`src/rtl/fd_pipe_latch_nwide.sv`:
```
// N-wide fetch/decode pipeline register with prefix-qualified per-slot valids,
// valid/ready handshake, synchronous flush, saturating stall counter and an
// optional skid entry enabled by defining FD_PIPE_LATCH_SKID_EN.
module fd_pipe_latch_nwide #(
  parameter int unsigned LANES    = 2,
  parameter int unsigned COMMON_W = 66,
  parameter int unsigned LANE_W   = 30,
  parameter int unsigned CNT_W    = 16
) (
  input  logic                      clock,
  input  logic                      ctrl_reset,
  input  logic                      flush,
  input  logic                      in_valid,
  input  logic [LANES-1:0]          in_lane_en,
  input  logic [COMMON_W-1:0]       in_common,
  input  logic [LANES*LANE_W-1:0]   in_lane,
  output logic                      in_ready,
  output logic                      out_valid,
  output logic [LANES-1:0]          out_lane_valid,
  output logic [COMMON_W-1:0]       out_common,
  output logic [LANES*LANE_W-1:0]   out_lane,
  input  logic                      out_ready,
  output logic [CNT_W-1:0]          stall_cnt
);

  logic                    r_out_valid;
  logic [LANES-1:0]        r_lane_valid;
  logic [COMMON_W-1:0]     r_common;
  logic [LANES*LANE_W-1:0] r_lane;
  logic [CNT_W-1:0]        r_stall_cnt;

  logic [LANES-1:0]        w_mask;
  logic                    w_main_free;
  logic                    w_release;
  logic                    w_hold;
  logic                    w_accept;
  logic                    w_accept_main;

  // Slot k is live only when every lower slot is enabled too.
  always_comb begin
    w_mask    = '0;
    w_mask[0] = in_lane_en[0];
    for (int unsigned k = 1; k < LANES; k++) begin
      w_mask[k] = w_mask[k-1] & in_lane_en[k];
    end
  end

  assign w_main_free = ~r_out_valid | out_ready;
  assign w_release   = r_out_valid & out_ready;
  assign w_hold      = r_out_valid & ~out_ready;
  assign w_accept    = in_valid & in_ready;

`ifdef FD_PIPE_LATCH_SKID_EN
  logic                    r_skid_valid;
  logic [LANES-1:0]        r_skid_lane_valid;
  logic [COMMON_W-1:0]     r_skid_common;
  logic [LANES*LANE_W-1:0] r_skid_lane;
  logic                    r_in_ready;
  logic                    w_accept_skid;
  logic                    w_load_skid;

  assign in_ready      = r_in_ready;
  assign w_accept_main = w_accept & w_main_free;
  assign w_accept_skid = w_accept & ~w_main_free;
  assign w_load_skid   = w_main_free & r_skid_valid;

  always_ff @(posedge clock or negedge ctrl_reset) begin
    if (!ctrl_reset) begin
      r_skid_valid      <= 1'b0;
      r_skid_lane_valid <= '0;
      r_skid_common     <= '0;
      r_skid_lane       <= '0;
      r_in_ready        <= 1'b1;
    end else if (flush) begin
      r_skid_valid      <= 1'b0;
      r_skid_lane_valid <= '0;
      r_in_ready        <= 1'b1;
    end else if (w_load_skid) begin
      r_skid_valid      <= 1'b0;
      r_skid_lane_valid <= '0;
      r_in_ready        <= 1'b1;
    end else if (w_accept_skid) begin
      r_skid_valid      <= 1'b1;
      r_skid_lane_valid <= w_mask;
      r_skid_common     <= in_common;
      r_in_ready        <= 1'b0;
      for (int unsigned k = 0; k < LANES; k++) begin
        if (w_mask[k]) begin
          r_skid_lane[k*LANE_W +: LANE_W] <= in_lane[k*LANE_W +: LANE_W];
        end
      end
    end
  end
`else
  assign in_ready      = w_main_free;
  assign w_accept_main = w_accept;
`endif

  always_ff @(posedge clock or negedge ctrl_reset) begin
    if (!ctrl_reset) begin
      r_out_valid  <= 1'b0;
      r_lane_valid <= '0;
      r_common     <= '0;
      r_lane       <= '0;
    end else if (flush) begin
      r_out_valid  <= 1'b0;
      r_lane_valid <= '0;
`ifdef FD_PIPE_LATCH_SKID_EN
    end else if (w_load_skid) begin
      // Only slots valid in the skid overwrite main, so masked-off slots keep
      // their previous main payload exactly as a direct accept would.
      r_out_valid  <= 1'b1;
      r_lane_valid <= r_skid_lane_valid;
      r_common     <= r_skid_common;
      for (int unsigned k = 0; k < LANES; k++) begin
        if (r_skid_lane_valid[k]) begin
          r_lane[k*LANE_W +: LANE_W] <= r_skid_lane[k*LANE_W +: LANE_W];
        end
      end
`endif
    end else if (w_accept_main) begin
      r_out_valid  <= 1'b1;
      r_lane_valid <= w_mask;
      r_common     <= in_common;
      for (int unsigned k = 0; k < LANES; k++) begin
        if (w_mask[k]) begin
          r_lane[k*LANE_W +: LANE_W] <= in_lane[k*LANE_W +: LANE_W];
        end
      end
    end else if (w_release) begin
      r_out_valid  <= 1'b0;
      r_lane_valid <= '0;
    end
  end

  // Counts hold cycles regardless of flush; only reset clears it.
  always_ff @(posedge clock or negedge ctrl_reset) begin
    if (!ctrl_reset) begin
      r_stall_cnt <= '0;
    end else if (w_hold && (r_stall_cnt != '1)) begin
      r_stall_cnt <= r_stall_cnt + CNT_W'(1);
    end
  end

  assign out_valid      = r_out_valid;
  assign out_lane_valid = r_lane_valid;
  assign out_common     = r_common;
  assign out_lane       = r_lane;
  assign stall_cnt      = r_stall_cnt;

endmodule
```
`config.mk`:
```
export PLATFORM = sky130hd
export DESIGN_NAME = fd_pipe_latch_nwide
export DESIGN_NICKNAME = d
export VERILOG_FILES = /design/src/rtl/fd_pipe_latch_nwide.sv
export SDC_FILE = /design/constraint.sdc
export NUM_CORES = 1
export LEC_CHECK = 0
export ABC_AREA = 0
export BUFFER_PORTS_ARGS = -buffer_cell sky130_fd_sc_hd__buf_2
export CORE_UTILIZATION = 41
export CTS_CLUSTER_SIZE = 20
export DETAILED_ROUTE_END_ITERATION = 16
export GPL_TIMING_DRIVEN = 1
export PLACE_DENSITY = 0.76
export SETUP_SLACK_MARGIN = 0.1
export SYNTH_ARGS = -nofsm -noshare
export SYNTH_HDL_FRONTEND = slang
export SYNTH_SLANG_ARGS = --single-unit
```
`constraint.sdc`:
```
create_clock -name clock -period 1.7 [get_ports clock]
set_input_delay 0.255 -clock clock [delete_from_list [all_inputs] [get_ports clock]]
set_output_delay 0.255 -clock clock [all_outputs]
set_load 0.01 [all_outputs]
```
==> impl_results.md, run 1 <==
* Clock skew at 0.00688 ns
* Post-route ant nets at 0
* Global-route wire length before repair at 22.1 mm
* Critical path arrival at 1.92 ns
* Post-DR wirelength/cell at 16.9 µm
* Vias in the first global route at 4409
* Outcome: completed
* Core footprint at 13300 µm²
* Largest net degree at the start of global routing at 48
* Critical Path RT at 2.00 ns
* P_leak at 4.22 nW
* Max Clk Rate at 0.617 GHz
* Avg Inst Size Synth at 16.3 µm²
* DR iter-0 viols at 140
* CP Cell Sequence: nor2b_4, inv_4, nand2_1, nor2_4, buf_6, clkbuf_16, mux2_2
* Worst-path clk slew at 0.06 ns
* CP Launch Type: flip-flop
* Main synth FF type: dfrtp_1
* Global Route Usage Sum at 20.7%
* Max incr delay on CP at 0.39 ns
* DIE AREA at 14100 µm²
* Clk sink count at 145
* DRC violations left at 0
* Worst path top cell family by delay: buffers and inverters
* Placed Area at 7340 µm²
* RSZ-0062 raised after global routing: yes
* Post-Route Setup TNS at 0 ns
* PD cells at 1290 nW/µm²
* Period utilisation layout at 95.4%
* CP Buf/Inv Count at 3
* GPL Wtd Cong at 0.776
* Die width at 119 µm
* Root Driver: clkbuf_16
* Register area at 3630 µm²
* FFs w/ async S/R, synth at 100%
* Register area share after synthesis at 64.9%
* Fin crit period at 1.62 ns
* Cell taking the most area after synthesis: dfrtp_1
* Initial antenna violation count at 2
* Worst Hold Slack at 0.0463 ns
* Maximum buffer depth of the clock tree at 2
* Die Height at 119 µm
* Router iterations before antenna repair at 4
* Synth cell types at 29
* Crit path capture type: flip-flop
* Relative slew slack at 76.6%
* Fillers at 1002
* CP max FO at 6
* CTS tree: done
* Placement Rows at 42
* Design area at 8450 µm²
* Synth area leaders: dfrtp_1 65%, mux2_2 25%, xnor2_1 1.6%
* Max cap viols at 0
* CTS Buf Count at 17
* EDFF count, synth at 0
* Avg Vias per Cell at 4.82
* Tot Pwr at 10.9 mW
* Core Util, Final at 63.6%
* Starting density of the core at 42.1%
* Least-Margin Pin Slew at 0.351 ns
* Area Overhead vs Synth at 51.1%
* Post-synthesis sequential element count at 145
* Hold Vio Cnt, Final at 0
* Maximum VDD drop at 0.000845 V
* Final setup fails at 0
* Post-Route WL at 14.6 mm
* Synth Cell Area at 5590 µm²
* Top-area cell type share of the netlist area at 64.9%
* Via Count at 4160
* Area of the multi-input gates at 1960 µm²
* Layout cells sized above 1 at 72.7%
* Final Net Count at 805
* Post-Syn Instances at 344
* Critical path type: flip-flop to flip-flop
* Skew-Pair Late Insertion Delay at 0.42 ns
* # IOs at 279
* Yosys Warn Count at 0
* Number of buffers added on ports at 278
* CTS HTree Levels at 4
* Syn_nets at 478
* Max-slew violation count at 0
* Critical path's slowest cell: dfrtp_1
* Gr ovfl total at 0
* HP Class: input pin to flip-flop
* Hpwl dp at 9.81 mm
-- synth_stat cells (2+ instances only) --
cell type and instances:
mux2_2 125, nand2_1 10, xor2_1 5, dfrtp_1 145, and3_1 2, xnor2_1 10
nand3_1 5, nor2_1 5, buf_4 4, nand4_4 2, nand4_1 5, buf_2 9
-- power breakdown --
group | total [mW] | switching [mW] | internal (mW)
Clock | 3.97 | 1.37 | 2.60
Sequential | 4.47 | 0.357 | 4.11
Combinational | 2.44 | 1.13 | 1.32
-- placed cells by master (no fill, tap or decap), drive strengths merged --
cell / count
buf: 313
dfrtp: 145
mux2: 127
clkbuf: 28
xnor2: 10
nand2: 10
nand4: 7
nor2: 6
xor2: 5
nand3: 5
clkinv: 4
bufinv: 4
diode: 3
and3: 3
nor3: 3
clkinvlp: 2
nor2b: 1
inv: 1
o21ai: 1
a21oi: 1
or3: 1
nor4: 1
nor4b: 1
a41oi: 1
nand3b: 1
ha: 1
bufbuf: 1
dlygate4sd3: 1
-- through the flow --
stage               std cells  setup WS [ns]
global placement          802         0.0874
detailed placement        802         0.0218
finish                    863         0.0781
global route              862         0.0333
floorplan                 344         0.0588
CTS                       847         0.0675
-- per-layer routing --
layer	part of all wire, %	GRT usage [%]	routed length, µm
met1	36	21.7	5200
met5	0	0	0
met3	7.7	7.48	1130
met2	54	36.3	7860
met4	2.5	10.8	369
-- final cells by class --
cell class	instances	area share, %
Sequential cell	145	43.0
Timing Repair Buffer	321	23.5
Multi-Input combinational cell	185	23.1
Clock buffer	22	5.73
Tap cell	176	2.61
Clock inverter	10	1.84
Antenna cell	3	0.0888
Inverter	1	0.0740
-- worst reg2reg max path: stages, from the launching register on --
cell and delay, ns:
dfrtp_1 0.39, nor2b_4 0.14, inv_4 0.06, nand2_1 0.08, nor2_4 0.15, buf_6 0.18, clkbuf_16 0.17, mux2_2 0.33
-- worst paths after layout --
kind                               from              to  slack (ns)  cells after the start
max                           out_valid  out_common[34]        0.08                      7
min                         in_lane[31]    out_lane[31]        0.05                      2
max reg2reg                   out_valid  out_common[34]        0.08                      7
min reg2reg                out_lane[31]    out_lane[31]        0.49                      1
max in group asynchronous    ctrl_reset  out_common[59]        0.81                      3
min in group asynchronous    ctrl_reset   stall_cnt[14]        0.30                      2
-- kinds of logic after synthesis --
group,count (synthesis),share of synthesized area (%)
xor+xnor,15,2.35
compound gates,3,0.671
fa+ha+maj,1,0.224
flops,145,64.9
simple gates,39,4.83
mux,127,25.6
buf+inv,14,1.41
-- state kept, by name, indices dropped and copies added (netlist names) --
signal / cells
out_common: 66
stall_cnt: 16
out_lane_valid: 2
out_lane: 60
out_valid: 1
-- repair_timing --
action | CTS | global route
endpoints found under the setup margin | 118 | 111
hold endpoints to repair | 33 | 0
buffers inserted | 9 | 6
pin swaps | 4 | 7
gates resized for setup | 10 | 13
gates cloned | 3 | 7
hold buffers | 1 | 0
Note: power is estimated with default switching activity, not from simulation.
==> inputs of run 2 (changes only) <==
==> config.mk (replaced) <==
export PLATFORM = sky130hd
export DESIGN_NAME = fd_pipe_latch_nwide
export DESIGN_NICKNAME = d
export VERILOG_FILES = /design/src/rtl/fd_pipe_latch_nwide.sv
export SDC_FILE = /design/constraint.sdc
export NUM_CORES = 1
export LEC_CHECK = 0
export ABC_AREA = 0
export CORE_AREA = 2 2 110 112
export CTS_CLUSTER_SIZE = 20
export DETAILED_ROUTE_END_ITERATION = 16
export DIE_AREA = 0 0 112 114
export DONT_BUFFER_PORTS = 1
export GPL_TIMING_DRIVEN = 1
export PLACE_DENSITY = 0.66
export SETUP_SLACK_MARGIN = 0.05
export SYNTH_ARGS = -nofsm -noshare
export SYNTH_HDL_FRONTEND = slang
export SYNTH_SLANG_ARGS = --single-unit
==> run 2 against run 1 <==
  * The flow now stops in clock tree synthesis
  * Synthesized area unchanged
  * Synthesized cell count did not move
==> impl_results.md, run 2 <==
* Top-count cell post-synth: dfrtp_1
* CTS HTree Levels at 4
* Clk sink count at 145
* Synth area leaders: dfrtp_1 65%, mux2_2 25%, xnor2_1 1.6%
* Cell taking the most area after synthesis: dfrtp_1
* Avg Inst Size Synth at 16.3 µm²
* # IOs at 279
* Register area share after synthesis at 64.9%
* Number of buffers added on ports at 0
* Die width at 112 µm
* Root Driver: clkbuf_16
* Post-Syn Instances at 344
* FFs w/ async S/R, synth at 100%
* Placed Area at 5950 µm²
* Die Height at 114 µm
* Err: [ERROR RSZ-0060] Max buffer count reached.
* Syn_nets at 478
* Top-area cell type share of the netlist area at 64.9%
* Yosys Warn Count at 0
* CTS Buf Count at 17
* Main synth FF type: dfrtp_1
* Synth Cell Area at 5590 µm²
* EDFF count, synth at 0
* Setup bufs post-CTS at 0
* Hpwl dp at 8.45 mm
* GPL Wtd Cong at 0.749
* Post-CTS sizing at 2
* Failed at: clock tree synthesis
* Outcome: did not finish
* Starting density of the core at 47.8%
* Maximum buffer depth of the clock tree at 2
* Post-synthesis sequential element count at 145
* Synth cell types at 29
* Placement Rows at 40
* Hold buffer count at CTS at 107
* Most frequent cells after synthesis: 145 x dfrtp_1, 125 x mux2_2, 10 x nand2_1, 10 x xnor2_1, 9 x buf_2
run 2: cell counts after synthesis:
Identical to the previous run, type by type.
run 2: cell families after synthesis:
logic type | Yosys count | share of synthesized area (%)
mux | 127 | 25.6
flops | 145 | 64.9
simple gates | 39 | 4.83
xor+xnor | 15 | 2.35
buf+inv | 14 | 1.41
compound gates | 3 | 0.671
fa+ha+maj | 1 | 0.224
run 2: through the flow:
step / setup slack (ns) / hold WS, ns / std cells
detailed placement: 0.0286 / -0.0378 / 502
floorplan: 0.0496 / -0.0406 / 344
global placement: 0.0940 / -0.0372 / 502
==> inputs of run 3 (changes only) <==
==> config.mk (replaced) <==
export PLATFORM = sky130hd
export DESIGN_NAME = fd_pipe_latch_nwide
export DESIGN_NICKNAME = d
export VERILOG_FILES = /design/src/rtl/fd_pipe_latch_nwide.sv
export SDC_FILE = /design/constraint.sdc
export NUM_CORES = 1
export LEC_CHECK = 0
export ABC_AREA = 0
export CORE_UTILIZATION = 40
export DETAILED_ROUTE_END_ITERATION = 16
export DONT_BUFFER_PORTS = 1
export GPL_TIMING_DRIVEN = 1
export PLACE_DENSITY_LB_ADDON = 0.15
export SYNTH_ARGS = -nofsm -noshare
export SYNTH_HDL_FRONTEND = slang
export SYNTH_SLANG_ARGS = --single-unit
==> constraint.sdc (replaced) <==
create_clock -name clock -period 2.2 [get_ports clock]
set_input_delay 0.33 -clock clock [delete_from_list [all_inputs] [get_ports clock]]
set_output_delay 0.33 -clock clock [all_outputs]
set_load 0.01 [all_outputs]
==> run 3 against run 2 <==
  * The flow now finishes, with violations (negative hold slack)
==> impl_results.md, run 3 (same netlist as run 1, synthesis figures left out) <==
* Initial antenna violation count at 0
* PD cells at 1170 nW/µm²
* P_leak at 2.77 nW
* Area of the multi-input gates at 1890 µm²
* Core Util, Final at 47.9%
* Clock skew at 0.00726 ns
* Least-Margin Pin Slew at 0.407 ns
* Crit path capture type: flip-flop
* Global-route wire length before repair at 17.2 mm
* Starting density of the core at 41.6%
* Setup bufs post-CTS at 0
* Max Clk Rate at 0.525 GHz
* Hold buffer count at CTS at 1
* GPL Wtd Cong at 0.723
* DRC violations left at 0
* Failing checks: negative hold slack
* Most common cell after layout, fill and taps aside: dfrtp_1
* Core footprint at 13500 µm²
* Clk sink count at 145
* Worst-path clk slew at 0.06 ns
* Maximum VDD drop at 0.000582 V
* Max cap viols at 0
* Final setup fails at 0
* Critical path type: flip-flop to flip-flop
* Final Net Count at 489
* CTS tree: done
* Post-route ant nets at 0
* Gr ovfl total at 0
* Global Route Usage Sum at 16.0%
* Max-slew violation count at 0
* Largest register FFs at 66
* Skew-Pair Late Insertion Delay at 0.40 ns
* Commonest non-fill, non-tap cells in the layout: 145 x dfrtp_1, 125 x mux2_2, 17 x clkbuf_16
* Via Count at 2855
* Placement Rows at 42
* Layout cells sized above 1 at 47.0%
* Vias in the first global route at 3087
* Largest net degree at the start of global routing at 146
* CTS HTree Levels at 4
* Root Driver: clkbuf_16
* Critical Path RT at 2.49 ns
* Post-Route Setup TNS at 0 ns
* Hold Vio Cnt, Final at 145
* Post-CTS sizing at 0
* Die Height at 120 µm
* Period utilisation layout at 86.6%
* Ant. Diodes at 0
* Die width at 120 µm
* RSZ-0062 raised after global routing: no
* Post-Route WL at 11.3 mm
* Hpwl dp at 7.96 mm
* CP Launch Type: flip-flop
* Maximum buffer depth of the clock tree at 2
* Router iterations before antenna repair at 4
* CP max FO at 8
* Critical path arrival at 2.20 ns
* Worst Hold Slack at -0.383 ns
* # IOs at 279
* DR iter-0 viols at 99
* Relative slew slack at 72.7%
* Post-DR wirelength/cell at 20.8 µm
* Fillers at 1198
* Number of buffers added on ports at 0
* DIE AREA at 14500 µm²
* HP Class: input pin to async pin
* Fin crit period at 1.91 ns
* Outcome: finished with violations
* Area Overhead vs Synth at 15.1%
* CTS Buf Count at 17
* Register area at 3630 µm²
* Avg Vias per Cell at 5.25
run 3: worst max-delay path, stage by stage, from the launching register on:
cell and delay [ns]:
dfrtp_1 0.49, ha_1 0.27, nand2_1 0.15, nor3_4 0.32, a41oi_4 0.22, mux2_4 0.34
run 3: layout make-up:
class,count,area share (%)
Multi-Input combinational cell,185,29.4
Tap cell,176,3.42
Clock inverter,10,2.41
Timing Repair Buffer,5,0.816
Inverter,1,0.0583
Sequential cell,145,56.4
Clock buffer,22,7.52
run 3: power by group:
part | switching [mW] | internal [mW] | total [mW]
Clock | 1.04 | 2.01 | 3.05
Sequential | 0.669 | 3.17 | 3.84
Combinational | 0.201 | 0.418 | 0.620
Total | 1.91 | 5.60 | 7.51
run 3: worst paths after layout:
path,start,end,slack [ns],depth (start not counted)
min reg2reg,stall_cnt[14],stall_cnt[14],0.57,1
max,stall_cnt[0],stall_cnt[1],0.29,5
max reg2reg,stall_cnt[0],stall_cnt[1],0.29,5
min,ctrl_reset,out_lane[0],-0.38,0
max in group asynchronous,ctrl_reset,out_common[58],2.39,0
min in group clock,in_valid,out_valid,0.06,2
run 3: metrics by stage:
step           instances  power [mW]  setup WS (ns)  instance area, µm²
2_1_floorplan        344        4.29          0.506                5590
3_3_place_gp         511        4.49          0.338                5790
3_5_place_dp         511        4.52          0.311                5790
4_1_cts              544        7.62          0.292                6440
5_1_grt              544        7.84          0.180                6440
6_report             544        7.51          0.294                6440
run 3: metal layers:
layer	global-route usage, %	up-vias	wire (µm)
met5	0	-	0
li1	-	1231	-
met2	26.0	178	5690
met1	17.3	1425	4050
met3	7.92	21	1320
met4	7.48	0	252
==> inputs of run 4 (changes only) <==
--- a/config.mk
+++ b/config.mk
@@ -11,6 +11,7 @@
 export DONT_BUFFER_PORTS = 1
 export GPL_TIMING_DRIVEN = 1
 export PLACE_DENSITY_LB_ADDON = 0.15
+export REMOVE_ABC_BUFFERS = 1
 export SYNTH_ARGS = -nofsm -noshare
 export SYNTH_HDL_FRONTEND = slang
 export SYNTH_SLANG_ARGS = --single-unit
==> run 4 against run 3 <==
  * The run still ends with negative hold slack left
  * Worst hold slack worse by 0.0058 ns
  * Critical path depth stayed put
  * Non-clock buffer count stayed put
  * Setup slack better by 0.0034 ns
  * Wire length is 1.8% lower
  * Clock skew is 0.0013 ns lower
  * Largest power group unchanged
==> impl_results.md, run 4 (same netlist as run 1, synthesis figures left out) <==
* Final Net Count at 489
* CTS tree: done
* Outcome: finished with violations
* Clk sink count at 145
* RSZ-0062 raised after global routing: no
* Hold buffer count at CTS at 1
* Vias in the first global route at 3036
* Skew-Pair Late Insertion Delay at 0.41 ns
* Starting density of the core at 41.6%
* Global Route Usage Sum at 15.6%
* Area Overhead vs Synth at 15.5%
* Gr ovfl total at 0
* GPL Wtd Cong at 0.715
* Design area at 6460 µm²
* Ant. Diodes at 0
* Max-slew violation count at 0
* Avg Vias per Cell at 5.24
* Failing checks: negative hold slack
* Core footprint at 13500 µm²
* Number of buffers added on ports at 0
* DR iter-0 viols at 137
* Post-CTS sizing at 0
* Core Util, Final at 48.0%
* CP Cell Sequence: ha_1, nand2_1, nor3_4, a41oi_4, mux2_4
* Commonest non-fill, non-tap cells in the layout: 145 x dfrtp_1, 125 x mux2_2, 17 x clkbuf_16
* Crit path capture type: flip-flop
* Max incr delay on CP at 0.49 ns
* Most common cell after layout, fill and taps aside: dfrtp_1
* CTS HTree Levels at 4
* Final setup fails at 0
* Setup bufs post-CTS at 0
* Post-DR wirelength/cell at 20.4 µm
* DRC violations left at 0
* CP max FO at 8
* Critical Path RT at 2.49 ns
* Reg2reg path depth at 5
* Hpwl dp at 7.79 mm
* Least-Margin Pin Slew at 0.383 ns
* Maximum VDD drop at 0.000540 V
* Root Driver: clkbuf_16
* Largest net degree at the start of global routing at 146
* Hold Vio Cnt, Final at 145
* Met1 usage at 16.6%
* Router iterations before antenna repair at 4
* Layout cells sized above 1 at 47.0%
* Relative slew slack at 74.3%
* CP Launch Type: flip-flop
* Global-route wire length before repair at 16.7 mm
* # IOs at 279
* CTS Buf Count at 17
* Maximum buffer depth of the clock tree at 2
* HP Class: input pin to async pin
* Routing usage on met2 at 26.0%
* Worst path top cell family by delay: flip-flops
* Reg2reg end: stall_cnt[1]
* Die Height at 120 µm
* Reg2Reg Launch Point: stall_cnt[1]
* Placement Rows at 42
* Initial antenna violation count at 1
* R2R setup slack at 0.30 ns
* P_leak at 2.78 nW
* Clock skew at 0.00594 ns
* DIE AREA at 14500 µm²
* Worst Hold Slack at -0.388 ns
* Max Clk Rate at 0.526 GHz
* Max cap viols at 0
* PD cells at 1170 nW/µm²
* Placed Area at 5800 µm²
* Via Count at 2849
* Period utilisation layout at 86.5%
* Die width at 120 µm
* Critical path type: flip-flop to flip-flop
* CP Buf/Inv Count at 0
* Post-route ant nets at 0
* Post-Route WL at 11.1 mm
* Critical path arrival at 2.19 ns
* Worst-path clk slew at 0.06 ns
* GR peak layer: met2
* GR Util met3 at 8.25%
* Critical path's slowest cell: dfrtp_1
* Fin crit period at 1.90 ns
* Tot Pwr at 7.55 mW
* Largest register FFs at 66
run 4: cell types whose count changed in the layout (fill, tap and decap cells not counted):
| cell | change |
|---|---|
| clkinvlp_4 | -1 |
| clkinv_4 | +1 |
| clkinv_2 | -1 |
| buf_4 | -1 |
| buf_12 | +1 |
| clkbuf_8 | +1 |
run 4: final cells by class:
type / instances / area (µm²)
flip-flops and latches: 145 / 3630
multi-input cells: 185 / 1890
well taps: 176 / 220
clock inverters: 9 / 151
repair buffers: 5 / 65.1
fillers: 1183 / 6990
clock buffers: 23 / 498
inverters: 1 / 3.75
run 4: metal layers:
layer | up-vias | part of all wire, %
li1 | 1238 | -
met1 | 1433 | 37
met2 | 166 | 50
met3 | 12 | 12
met4 | 0 | 1.3
met5 | - | 0
run 4: metrics by stage:
step           setup TNS (ns)  hold slack [ns]  instances  worst slack, ns
6_report                    0           -0.388        544            0.298
5_1_grt                     0           -0.418        544            0.179
3_3_place_gp                0           0.0375        511            0.320
2_1_floorplan         -151.11           0.0344        331            -1.89
4_1_cts                     0           -0.418        544            0.279
3_5_place_dp                0           0.0370        511            0.301
run 4: worst max path at each step:
stage / start / endpoint / slack (ns) / cells after the start
floorplan: out_valid / out_common[0] / -1.89 / 5
global placement: stall_cnt[1] / stall_cnt[1] / 0.32 / 5
detailed placement: out_valid / out_lane[17] / 0.30 / 6
CTS: stall_cnt[1] / stall_cnt[1] / 0.28 / 5
global route: stall_cnt[1] / stall_cnt[1] / 0.18 / 5
finish: stall_cnt[1] / stall_cnt[1] / 0.30 / 5
run 4: report_power, final:
part | internal (mW) | switching [mW]
registers | 3.17 | 0.666
logic | 0.422 | 0.203
clock network | 2.05 | 1.04
total | 5.64 | 1.91
